--- config.mk ---
export PLATFORM = sky130hd
export DESIGN_NAME = demux_lane_sequencer
export DESIGN_NICKNAME = d
export VERILOG_FILES = /design/src/rtl/demux_lane_sequencer.sv
export SDC_FILE = /design/constraint.sdc
export NUM_CORES = 1
export LEC_CHECK = 0
export CAP_MARGIN = 20
export CORE_UTILIZATION = 53
export DETAILED_ROUTE_END_ITERATION = 7
export PLACE_DENSITY = 0.85
export SLEW_MARGIN = 10
export SYNTH_ARGS = -nofsm -noshare
export SYNTH_HDL_FRONTEND = slang
export SYNTH_SLANG_ARGS = --single-unit
--- constraint.sdc ---
create_clock -name clk -period 3.47 [get_ports clk]
set_clock_uncertainty 0.15 [all_clocks]
set_input_delay 1.041 -clock clk [delete_from_list [all_inputs] [get_ports clk]]
set_output_delay 1.041 -clock clk [all_outputs]
set_load 0.01 [all_outputs]
--- src/rtl/demux_lane_sequencer.sv ---
// Purpose : serialises one 8-bit word per valid/ready handshake onto a 1-to-8 demux,
//           stepping the lane select so bit i lands on lane i.
// Latency : handshake at edge N drives lanes in cycles N+1..N+8 (all lane outputs registered).
// Backpr. : s_ready is high in IDLE, and also on the last lane when IDLE_GAP=0 (back-to-back words).
//           It is low in SEND and GAP, and for the first cycle out of reset.
// Ports   : clk, rst_n (async active-low); s_valid/s_ready/s_data upstream word;
//           dmx_in/dmx_sel/dmx_en demux drive; busy (SEND or GAP); word_done (last-lane pulse).
// Params  : MSB_FIRST (0: lanes 0->7, 1: lanes 7->0); IDLE_GAP (0..15 idle cycles after each word).
// Option  : `define DEMUX_SEQ_LANE_MASK_EN adds lane_mask[7:0]; only enabled lanes are visited.
module demux_lane_sequencer #(
    parameter int MSB_FIRST = 0,
    parameter int IDLE_GAP  = 0
) (
    input  logic       clk,
    input  logic       rst_n,
    input  logic       s_valid,
    output logic       s_ready,
    input  logic [7:0] s_data,
`ifdef DEMUX_SEQ_LANE_MASK_EN
    input  logic [7:0] lane_mask,
`endif
    output logic       dmx_in,
    output logic [2:0] dmx_sel,
    output logic       dmx_en,
    output logic       busy,
    output logic       word_done
);

    typedef enum logic [1:0] {IDLE, SEND, GAP} state_t;

    localparam logic [3:0] GAP_LEN = 4'(IDLE_GAP);

    state_t     state_q, state_d;
    logic [2:0] idx_q, idx_d;
    logic [7:0] word_q, word_d;
    logic [7:0] mask_q, mask_d;
    logic [3:0] gap_q, gap_d;
    logic       rdy_en_q;
    logic       dmx_in_q, dmx_in_d;
    logic [2:0] dmx_sel_q, dmx_sel_d;
    logic       dmx_en_q, dmx_en_d;
    logic       done_q, done_d;

    logic [7:0] mask_in;
    logic [3:0] nxt_q, nxt_d, first;
    logic       last, hs, empty_done;

`ifdef DEMUX_SEQ_LANE_MASK_EN
    assign mask_in = lane_mask;
`else
    assign mask_in = 8'hFF;
`endif

    // Map between visit-order position and lane index; the mapping is its own inverse.
    function automatic logic [2:0] lane_at(input logic [2:0] pos);
        if (MSB_FIRST != 0) return ~pos;
        else                return pos;
    endfunction

    // First enabled lane at visit position >= from_pos. Returns {found, lane}.
    function automatic logic [3:0] seek(input logic [7:0] mask, input logic [3:0] from_pos);
        logic [3:0] r;
        r = 4'b0;
        // Descending scan so the lowest qualifying position wins.
        for (int k = 7; k >= 0; k--) begin
            if (4'(k) >= from_pos && mask[lane_at(3'(k))]) r = {1'b1, lane_at(3'(k))};
        end
        return r;
    endfunction

    always_comb begin
        nxt_q = seek(mask_q, {1'b0, lane_at(idx_q)} + 4'd1);
        last  = !nxt_q[3];
        // Held low for the first cycle after reset release, independent of s_valid.
        s_ready = rdy_en_q && ((state_q == IDLE) ||
                               (state_q == SEND && last && IDLE_GAP == 0));
        hs    = s_valid && s_ready;
        first = seek(mask_in, 4'd0);

        state_d    = state_q;
        idx_d      = idx_q;
        word_d     = word_q;
        mask_d     = mask_q;
        gap_d      = gap_q;
        empty_done = 1'b0;

        case (state_q)
            IDLE: ;
            SEND: begin
                if (!last) begin
                    idx_d = nxt_q[2:0];
                end else if (IDLE_GAP != 0) begin
                    state_d = GAP;
                    gap_d   = GAP_LEN;
                end else begin
                    state_d = IDLE;
                end
            end
            GAP: begin
                if (gap_q <= 4'd1) state_d = IDLE;
                else               gap_d   = gap_q - 4'd1;
            end
            default: state_d = IDLE;
        endcase

        // A handshake (in IDLE or on the last lane) overrides the above.
        if (hs) begin
            word_d = s_data;
            mask_d = mask_in;
            if (first[3]) begin
                state_d = SEND;
                idx_d   = first[2:0];
            end else begin
                // Nothing to send: the word completes immediately.
                empty_done = 1'b1;
                state_d    = (IDLE_GAP != 0) ? GAP : IDLE;
                gap_d      = GAP_LEN;
            end
        end

        // Outputs are computed from next state so they appear registered.
        nxt_d     = seek(mask_d, {1'b0, lane_at(idx_d)} + 4'd1);
        dmx_en_d  = (state_d == SEND);
        dmx_sel_d = dmx_en_d ? idx_d : 3'b000;
        dmx_in_d  = dmx_en_d && word_d[idx_d];
        done_d    = (dmx_en_d && !nxt_d[3]) || empty_done;
    end

    always_ff @(posedge clk or negedge rst_n) begin
        if (!rst_n) begin
            state_q   <= IDLE;
            idx_q     <= 3'b000;
            word_q    <= 8'h00;
            mask_q    <= 8'h00;
            gap_q     <= 4'd0;
            rdy_en_q  <= 1'b0;
            dmx_in_q  <= 1'b0;
            dmx_sel_q <= 3'b000;
            dmx_en_q  <= 1'b0;
            done_q    <= 1'b0;
        end else begin
            state_q   <= state_d;
            idx_q     <= idx_d;
            word_q    <= word_d;
            mask_q    <= mask_d;
            gap_q     <= gap_d;
            rdy_en_q  <= 1'b1;
            dmx_in_q  <= dmx_in_d;
            dmx_sel_q <= dmx_sel_d;
            dmx_en_q  <= dmx_en_d;
            done_q    <= done_d;
        end
    end

    assign dmx_in    = dmx_in_q;
    assign dmx_sel   = dmx_sel_q;
    assign dmx_en    = dmx_en_q;
    assign word_done = done_q;
    assign busy      = (state_q != IDLE);

endmodule
After elaboration in Yosys (flattened, before gate mapping)
Index checks and enable logic that the tools add are counted.
Cells by class
  multiplexer cells: 28
  add/sub/neg operators: 3
  reduce and logical (&&, ||, !) cells: 27
  magnitude comparators: 18
  bitwise gates (word level): 1
  equality and inequality tests: 3
Operators by type and width (count)
  $mux 4: 16
  $ge 3x4->1 const A: 8
  $logic_and 1x1->1: 21
  $ge 1x4->1 const A: 4
  $ge 2x4->1 const A: 4
  $mux 8: 2
  $mux 3: 4
  $add 3x1->4 const B: 2
  $mux 2: 3
  $pmux 2 s3: 1
  $eq 2x1->1 const B: 2
  $le 4x1->1 const B: 1
  $lt 3x4->1 const B: 1
  $sub 4x1->4 const B: 1
  $bmux 1 s3: 1
  $eq 2x2->1 const B: 1
  $logic_not 1->1: 2
  $logic_not 2->1: 1
  $reduce_and 2->1: 1
  $reduce_bool 2->1: 1
  $logic_or 1x1->1: 1
  $mux 1: 1
  $not 1->1: 1
Storage, ports and cells
  input port bits: 11
  output and inout bits: 8
  register bits: 32

Longest topological paths before layout
  depth after elaboration: 30
  depth in mapped cells: 14

Least setup slack after synthesis
No wires, ideal clock.
  path type: reg-to-output
  start point: register idx_q[0]
  end point: output s_ready
  path slack: 241 ps
  required time: 2279 ps
  buffers on the path: 0
  stages on the path, launching flop included: 8
  arrival time: 2038 ps
  cells stage by stage: dfrtp_1 inv_1 ha_1 a21oi_1 a21boi_0 o21ai_4 o21a_2 nor3b_1
On the way
  word-level cells in the longest chain between the ends: 15
  elaborated cells on any way between the ends: 29
  classes of those cells: 1 x add/sub; 8 x order compare; 8 x mux; 12 x reduce/logical
RTL lines
  from (decl): line 34  | logic [2:0] idx_q, idx_d;
  from (signal assigned): line 143  | idx_q <= idx_d;
  $add 3x1->4 (*): line 72  | nxt_q = seek(mask_q, {1'b0, lane_at(idx_q)} + 4'd1);
  $ge 3x4->1: line 66  | if (4'(k) >= from_pos && mask[lane_at(3'(k))]) r = {1'b1, lane_at(3'(k))};
  $logic_and 1x1->1: line 66
  $mux 4 (7 in series): line 66
  $mux 4 (*): line 66
  $logic_not 1->1 (*): line 73  | last = !nxt_q[3];
  $logic_and 1x1->1 (*): line 76  | (state_q == SEND && last && IDLE_GAP == 0));
  $logic_or 1x1->1 (*): line 75  | s_ready = rdy_en_q && ((state_q == IDLE) ||
  $logic_and 1x1->1 (*): line 75
  to (decl): line 17  | output logic s_ready,
Mark *: on every way between the ends. The rest lies on a longest branch, timed or not.

Final worst setup path
  start point: register idx_q[1]
  end point: output s_ready
The elaborated chain is that of the path after synthesis.

==> flow_summary.toml <==
[timing]
timing.slew.headroom = 0.493
setup_viol = 0
fin_crit_sh = 0.972
tns_ns = 0
slew_viol_final = 0
rsz0062_at_grt = "no"
hold_violations = 0
tightest_slew_ns = 0.751
fin_crit_ns = 3.37
max_freq_mhz = 296
setup_ws_ns = 0.0960

[route]
routed_wirelength_mm = 4.29
wire_per_inst_um = 16.2
ant_nets = 0
vias = 1530
drtIter0Drc = 84
viasPerCell = 5.80
remaining_drc_errors = 0
drt_first_pass_iters = 4

[floorplan]
fp.coreArea_sq_um = 3080
initial_core_util = 0.565
rows = 20
die_w_um = 59.3
ios = 19
die_y_um = 59.3
dieArea_sq_um = 3510

[layout]
drive_above_1_share = 0.255
area_growth_pct = 27.0
diodes = 0
nFillCells = 220
final_nets = 238

[synth]
ys_ff_latch = 32
synthCells = 173
avgSynthCellArea_sq_um = 10.0
ys_seq_area_frac = 0.461
syn_nets = 191
synth_cell_types = 50
async_flop_share = 1.00
ys.flop_type = "dfrtp_1"
synth-edff-count = 0
ys.warnings.count = 0
syn_area_sq_um = 1740

[pwr]
sequentialPowerShare = 0.268
switching_power_mw = 0.936
p_sw_frac = 0.430
power_frac_comb = 0.643
clockPowerShare = 0.089
power.internal_mw = 1.24
peakVddDrop_mv = 0.484
power_leakage_nw = 0.992
powerDensity_nw_per_um2 = 985

[setup_path]
rr_endpoint = "word_done$_DFF_PN0_"
r2r-start = "idx_q[0]$_DFF_PN0_"
path_depth = 8
crit_path_end = "s_ready"
path_max_fanout = 4
cp-startpoint = "idx_q[1]$_DFF_PN0_"
critPathRequiredTime_ns = 2.28
reg2reg_setup_slack_ns = 0.16
cp_data_arrival_time_ns = 2.18
start_kind = "flip-flop"
path_buf_inv = 2
path_cells = "ha_1 -> a21oi_2 -> a21boi_2 -> buf_4 -> o21ai_4 -> o21a_2 -> nor3b_1 -> buf_2"
end_kind = "primary output"
slowest_delay_ns = 0.43
r2r_cells = 15
slowest_stage = "dfrtp_1"
worst_path_dominant_cell_family = "compound AO/OA/AOI/OAI gates"
path_class = "flip-flop to primary output"

[grt]
grt_pass1_vias = 1603
grt_max_degree = 33
grt_first_pass_wirelength_mm = 7.13
grt-ovfl-total = 0
grt_util_all_layers = 0.279
antenna_found_initial = 0

[status]
status = "finished clean"

[clock_network]
tritoncts = "built"
clk_pin_slew_worst_paths_ns = 0.09
numCtsBuffers = 5
root_buffer = "clkbuf_4"
clk_latency_ns = 0.33
ctsLongestPathBuffers = 2
cts_htree_levels = 2
cts_num_sinks = 32

[flow_run]
max_cap_viol_count = 0

[placed_design]
dpl.hpwl_mm = 3.12
place_ws_ns = -0.143
place.gp.congestion = 0.863
portBuffers = 18

[worst_hold_path]
hold_class = "flip-flop to flip-flop"
## cell families after synthesis
kind of cell	synth area share
AND/OR/NAND/NOR	0.181
AO/OA/AOI/OAI	0.234
flip-flops	0.461
buffers and inverters	0.0346
adder cells (fa/ha/maj)	0.0504
XOR/XNOR	0.0245
multiplexers	0.0122
other	0.00216
## tightest hold or removal path, stage by stage, from the launching register on
cell and delay [ns]:
dfrtp_1 0.35, nand2_1 0.06, nand2_1 0.06
## power by group through the flow
stage | combinational, mW | sequential, mW | clock, mW
final | 1.40 | 0.583 | 0.194
after global routing | 1.50 | 0.595 | 0.214
after CTS | 1.36 | 0.580 | 0.198
after detailed placement | 1.30 | 0.592 | 0
after global placement | 1.24 | 0.581 | 0
after floorplan | 0.918 | 0.582 | 0
## per-layer routing
metal / vias up / wire [um] / part of all wire / global-route usage
met5: - / 0 / 0 / 0
met4: 0 / 192 / 0.045 / 0.163
met3: 23 / 250 / 0.058 / 0.0611
met2: 79 / 2250 / 0.53 / 0.486
met1: 727 / 1590 / 0.37 / 0.311
li1: 701 / - / - / -
## registers in the layout, indices dropped and copies added, names as in the netlist, 2 cells and up
name and cells:
gap_q 4, word_q 8, mask_q 8, state_q 2, dmx_sel 3, idx_q 3
## layout make-up
type / count / area (sq um) / share of cell area
clock buffers: 6 / 41.3 / 0.0187
clock inverters: 1 / 5.00 / 0.00227
inverters: 12 / 45.0 / 0.0204
multi-input cells: 127 / 905 / 0.410
flip-flops and latches: 32 / 801 / 0.363
well taps: 44 / 55.1 / 0.0249
repair buffers: 42 / 355 / 0.161
## worst min-delay path by stage
stage | from | endpoint | slack (ns) | cells past startpoint
3_5_place_dp | word_q[5]$_DFF_PN0_ | word_q[5]$_DFF_PN0_ | 0.32 | 2
2_1_floorplan | gap_q[3]$_DFFE_PN0P_ | gap_q[3]$_DFFE_PN0P_ | 0.29 | 1
4_1_cts | word_q[5]$_DFF_PN0_ | word_q[5]$_DFF_PN0_ | 0.35 | 2
6_report | word_q[2]$_DFF_PN0_ | word_q[2]$_DFF_PN0_ | 0.34 | 2
3_3_place_gp | gap_q[3]$_DFFE_PN0P_ | gap_q[3]$_DFFE_PN0P_ | 0.31 | 1
5_1_grt | word_q[1]$_DFF_PN0_ | word_q[1]$_DFF_PN0_ | 0.37 | 2
## cells in the mapped netlist (2+ instances only)
cell type	count	area (sq um)
nand2_1	27	101
xnor2_1	2	17.5
o21a_1	3	22.5
or2_2	2	12.5
nand3_1	8	40.0
nor2_1	9	33.8
o211ai_1	2	15.0
o21a_2	2	17.5
dfrtp_1	32	801
o21ai_1	5	25.0
inv_1	12	45.0
o221ai_1	2	17.5
a21oi_1	6	30.0
nand2b_1	7	43.8
o21ai_0	6	30.0
and2_1	2	12.5
o32ai_1	2	17.5
nor2_2	2	12.5
nor3_1	3	15.0
a22oi_1	2	15.0
ha_1	7	87.6
o211ai_4	2	42.5
## placed cells by master (no fill, tap or decap), drive strengths merged, types with 4 or more instances in the layout
master          n
o211ai          5
buf            25
a21oi           7
ha              7
clkbuf          6
inv            12
o21ai          13
nor2           11
nand2          27
nor3            4
dfrtp          32
clkdlybuf4s50  17
nand2b          7
nand3           8
o21a            5
## per-stage QoR
stage                      util  hold WS [ns]  total power [mW]  instance area (sq um)  cells
final                     0.717         0.341              2.18                   2210    264
after global placement    0.685         0.309              1.82                   2110    253
after floorplan               -         0.288              1.50                   1740    173
after detailed placement  0.685         0.324              1.89                   2110    253
after global routing      0.717         0.370              2.31                   2210    264
after CTS                 0.713         0.346              2.14                   2190    263
## timing repair
action,4_1_cts,5_1_grt
hold buffers,0,0
pin swaps,3,2
resized for setup,11,1
buffers inserted,3,1
setup endpoints to repair,2,1
Note: power is estimated with default switching activity, not from simulation.
